==> src/rtl/axis_interp_upsampler.sv <==
// axis_interp_upsampler: linear-interpolating upsampler, emits INTERP_N interpolated
// samples per input interval, one per next_dv tick.
`timescale 1ns/1ps
module axis_interp_upsampler #(
  parameter int SAXIS_TDATA_WIDTH = 32,
  parameter int MAXIS_TDATA_WIDTH = 32,
  parameter int INTERP_N          = 64,
  parameter int INTERP_L          = 6
) (
  input  logic                         a_clk,
  input  logic                         a_resetn,
  input  logic                         next_dv,
  input  logic [SAXIS_TDATA_WIDTH-1:0] S_AXIS_tdata,
  input  logic                         S_AXIS_tvalid,
  output logic                         S_AXIS_tready,
  output logic [MAXIS_TDATA_WIDTH-1:0] M_AXIS_tdata,
  output logic                         M_AXIS_tvalid,
  output logic                         underrun
);
  localparam int S = SAXIS_TDATA_WIDTH;
  localparam int M = MAXIS_TDATA_WIDTH;
  localparam int L = INTERP_L;
  localparam int A = S + L + 1;
  localparam logic [1:0] IDLE  = 2'd0;
  localparam logic [1:0] PRIME = 2'd1;
  localparam logic [1:0] RUN   = 2'd2;
  localparam logic [L-1:0] LAST = L'(INTERP_N - 1);

  logic [1:0]   state_q, state_d;
  logic [S-1:0] pend_q, pend_d, x0_q, x0_d, x1_q, x1_d;
  logic         pv_q, pv_d, rdy_q, rdy_d, mv_q, mv_d, und_q, und_d;
  logic [S:0]   delta_q, delta_d;
  logic [A-1:0] acc_q, acc_d;
  logic [L-1:0] step_q, step_d;
  logic [M-1:0] md_q, md_d;

  always_comb begin
    state_d = state_q;
    pend_d  = pend_q;
    pv_d    = pv_q;
    x0_d    = x0_q;
    x1_d    = x1_q;
    delta_d = delta_q;
    acc_d   = acc_q;
    step_d  = step_q;
    md_d    = md_q;
    mv_d    = 1'b0;
    und_d   = und_q;
    // accept and consume are mutually exclusive: accept needs the slot empty
    if (S_AXIS_tvalid && rdy_q) begin
      pend_d = S_AXIS_tdata;
      pv_d   = 1'b1;
    end
    case (state_q)
      IDLE: if (pv_q) begin
        x0_d    = pend_q;
        pv_d    = 1'b0;
        state_d = PRIME;
      end
      PRIME: if (pv_q) begin
        x1_d    = pend_q;
        delta_d = {pend_q[S-1], pend_q} - {x0_q[S-1], x0_q};
        acc_d   = {x0_q[S-1], x0_q, {L{1'b0}}};
        step_d  = '0;
        pv_d    = 1'b0;
        state_d = RUN;
      end
      RUN: if (next_dv) begin
        md_d   = acc_q[S+L-1 -: M];
        mv_d   = 1'b1;
        acc_d  = acc_q + {{L{delta_q[S]}}, delta_q};
        step_d = step_q + 1'b1;
        if (step_q == LAST) begin
          x0_d   = x1_q;
          acc_d  = {x1_q[S-1], x1_q, {L{1'b0}}};
          step_d = '0;
          if (pv_q) begin
            x1_d    = pend_q;
            delta_d = {pend_q[S-1], pend_q} - {x1_q[S-1], x1_q};
            pv_d    = 1'b0;
          end else begin
            delta_d = '0;
            und_d   = 1'b1;
          end
        end
      end
      default: state_d = IDLE;
    endcase
    rdy_d = !pv_d;
  end

  always_ff @(posedge a_clk or negedge a_resetn) begin
    if (!a_resetn) begin
      state_q <= IDLE;
      pend_q  <= '0;
      pv_q    <= 1'b0;
      x0_q    <= '0;
      x1_q    <= '0;
      delta_q <= '0;
      acc_q   <= '0;
      step_q  <= '0;
      md_q    <= '0;
      mv_q    <= 1'b0;
      und_q   <= 1'b0;
      rdy_q   <= 1'b1;
    end else begin
      state_q <= state_d;
      pend_q  <= pend_d;
      pv_q    <= pv_d;
      x0_q    <= x0_d;
      x1_q    <= x1_d;
      delta_q <= delta_d;
      acc_q   <= acc_d;
      step_q  <= step_d;
      md_q    <= md_d;
      mv_q    <= mv_d;
      und_q   <= und_d;
      rdy_q   <= rdy_d;
    end
  end

  assign S_AXIS_tready = rdy_q;
  assign M_AXIS_tdata  = md_q;
  assign M_AXIS_tvalid = mv_q;
  assign underrun      = und_q;
endmodule

==> config.mk <==
export PLATFORM = sky130hd
export DESIGN_NAME = axis_interp_upsampler
export DESIGN_NICKNAME = d
export VERILOG_FILES = /design/src/rtl/axis_interp_upsampler.sv
export SDC_FILE = /design/constraint.sdc
export NUM_CORES = 1
export LEC_CHECK = 0
export CAP_MARGIN = 20
export CORE_UTILIZATION = 40
export CTS_BUF_LIST = sky130_fd_sc_hd__clkbuf_8
export DETAILED_ROUTE_END_ITERATION = 8
export PLACE_DENSITY_LB_ADDON = 0.08
export SKIP_CTS_REPAIR_TIMING = 1
export SYNTH_ARGS = -nofsm -noshare
export SYNTH_HDL_FRONTEND = slang
export SYNTH_SLANG_ARGS = --single-unit
==> constraint.sdc <==
create_clock -name a_clk -period 4.2 [get_ports a_clk]
set_clock_uncertainty 0.05 [all_clocks]
set_input_delay 0.42 -clock a_clk [delete_from_list [all_inputs] [get_ports a_clk]]
set_output_delay 0.42 -clock a_clk [all_outputs]
set_load 0.03 [all_outputs]
==> flow_summary.toml <==
[outcome]
status = "finished, final reports clean"

[setup_path]
crit_fanout = 4
cp_cell_sequence = "inv_1 > ha_1 > inv_1 > fa_1 > a21oi_1 > o22ai_1 > o31a_1 > a41oi_2 > o211ai_2 > a2111oi_0 > a21oi_1 > a41oi_1 > o22ai_1"
critPathBufInv = 2
critPathArrivalTime_ns = 3.96
critPathLaunch = "pend_q[0]"
critPathMaxStageDelay_ns = 0.43
path_class = "reg -> reg"
critPathSlowestCell = "a2111oi_0"
cp.required_ns = 4.61
critPathTopFamily = "compound AO/OA/AOI/OAI gates"
cp-start-kind = "register"
endpoint_kind = "register"
r2r-start = "pend_q[0]"

[sta]
slew_violations = 0
hold_viol = 0
finalCritPeriodShare = 0.844
finalSetupTns_ns = 0
slew_headroom = 0.353
worstMarginPinSlew_ns = 0.970
fmax_ghz = 0.282
fin_crit_ns = 3.55
setup-violations-final = 0
rsz0062_at_grt = "false"

[cells_and_area]
final_nets = 1886
design_area_um2 = 16500
drive_gt1_frac = 0.102
antennaDiodeCount = 0
synthToLayoutAreaGrowth_pct = 14.0
fin_util = 0.464

[logic_synthesis]
ys_types = 82
seq_area_frac_synth = 0.365
synth_enable_flop_cells = 0
synth_top_area_cell = "dfrtp_1"
syn-cell-area_um2 = 14500
yosysTopAreaCellShare = 0.363
synth_top_cells_by_count = "nand2_1, dfrtp_1, a21oi_1, nor2_1, ha_1"
synth.area.top_cells = "dfrtp_1, ha_1, nand2_1, mux2_2, a21oi_1"
synthFlopType = "dfrtp_1"
synth_seq_cells = 211
synth_most_common_cell = "nand2_1"
syn_area_per_cell_um2 = 8.57
netlist_instances = 1690
synthArstFlopShare = 1.00
syn_nets = 1831
ys_warn_count = 0

[global_routing]
antenna_found_initial = 0
grt_start_max_net_pins = 118
grt_pass1_vias = 12000
grt-ovfl-total = 0
grt_use_total = 0.251
grt_pass1_wl_mm = 70.6

[cts]
htree_levels = 2
cts_tree = "done"
numCtsBuffers = 41
path_clk_slew_ns = 0.06
clock_latency_ns = 0.61
cts_max_path_buffers = 3
cts.sinks = 211
clk_root_buffer_cell = "clkbuf_8"

[drt]
first_pass_iters = 5
drc = 0
ant_nets = 0
totalWireLength_mm = 45.6
vias = 12900
drt-wirelength-per-cell_um = 20.4
viasPerCell = 5.76
drt_iter0_drc = 1021

[flow_run]
maxCapViolCount = 0

[floorplan]
die_h_um = 192
initial_core_util = 0.407
die_area_um2 = 37000
core_area_um2 = 35600
pin_count = 71
dieWidth_um = 192
fp-row-count = 69

[placement]
hpwlAfterDp_mm = 33.5
io_buffers = 70
placed_area_um2 = 15700
gp_congestion = 0.930

[hold_path]
hold_path_class = "in -> reg"
hp-start = "S_AXIS_tdata[23]"
[kinds of logic (layout without fill, tap and decap cells)]
kind of cell | after synthesis | count (layout) | share of synthesized area
flops | 211 | 211 | 0.365
simple gates | 543 | 543 | 0.162
mux | 69 | 69 | 0.0532
xor+xnor | 79 | 79 | 0.0478
compound gates | 509 | 509 | 0.234
buf+inv | 174 | 260 | 0.0458
fa+ha+maj | 105 | 105 | 0.0922
[path summary, 6_finish.rpt]
path                                         end  slack, ns  cells after the start
worst max-delay path                 delta_q[30]       0.65                     13
worst min-delay path                  pend_q[23]       0.37                      2
worst max register to register       delta_q[30]       0.65                     13
worst min register to register  M_AXIS_tdata[17]       0.42                      2
max in group asynchronous             pend_q[19]       2.69                      3
min in group asynchronous        M_AXIS_tdata[4]       0.43                      2
[cell usage in the layout, fill, tap and decap left out, drive strengths merged, types with 6 or more instances in the layout]
cell             n
nand2b          14
and2             7
ha             102
a21oi          140
mux2            64
o21ai          104
nand3           38
a211oi          18
a31oi           36
buf             24
o31ai           11
o21bai          16
nand2          267
a221oi          25
and3             9
clkdlybuf4s50   69
o22ai           18
clkbuf          55
o41ai            7
nor2           131
a211o            6
nor3            21
nor2b           12
or3              7
nand4           21
inv            105
dfrtp          210
o211ai          21
xnor2           46
o21a            15
a21o            43
xor2            33
[sequential cells by signal, summed over array words and instances (netlist names)]
| name | flops |
|---|---|
| M_AXIS_tdata | 32 |
| acc_q | 38 |
| step_q | 6 |
| state_q | 2 |
| delta_q | 33 |
| x0_q | 32 |
| pend_q | 32 |
| M_AXIS_tvalid | 1 |
| pv_q | 1 |
| underrun | 1 |
| x1_q | 32 |
| S_AXIS_tready | 1 |
[per-stage QoR]
step	hold WS, ns	std cells	worst slack (ns)
CTS	-0.139	2236	0.712
detailed placement	0.412	2162	0.711
floorplan	0.0744	1690	1.20
finish	0.368	2237	0.654
global route	0.348	2237	0.535
global placement	0.409	2162	0.768
[area by class of cell]
class / count / area (um2)
Sequential cell: 211 / 5280
Inverter: 92 / 345
Multi-Input combinational cell: 1305 / 8580
Clock inverter: 19 / 81.3
Tap cell: 461 / 577
Fill cell: 3567 / 19000
Timing Repair Buffer: 94 / 901
Clock buffer: 55 / 757
[layer usage]
metal  track usage  wire length (um)
met1         0.384             23100
met4        0.0588               740
met2         0.350             18300
met3        0.0602              3420
met5             0                 0
[worst reg2reg max path: stages (launching register included)]
cell	delay, ns
dfrtp_1	0.39
inv_1	0.10
ha_1	0.18
inv_1	0.06
fa_1	0.40
a21oi_1	0.30
o22ai_1	0.18
o31a_1	0.38
a41oi_2	0.34
o211ai_2	0.21
a2111oi_0	0.43
a21oi_1	0.08
a41oi_1	0.23
o22ai_1	0.09
Power is not shown: default switching activity piles up to over one toggle a cycle in this logic, so the estimate is an artifact.
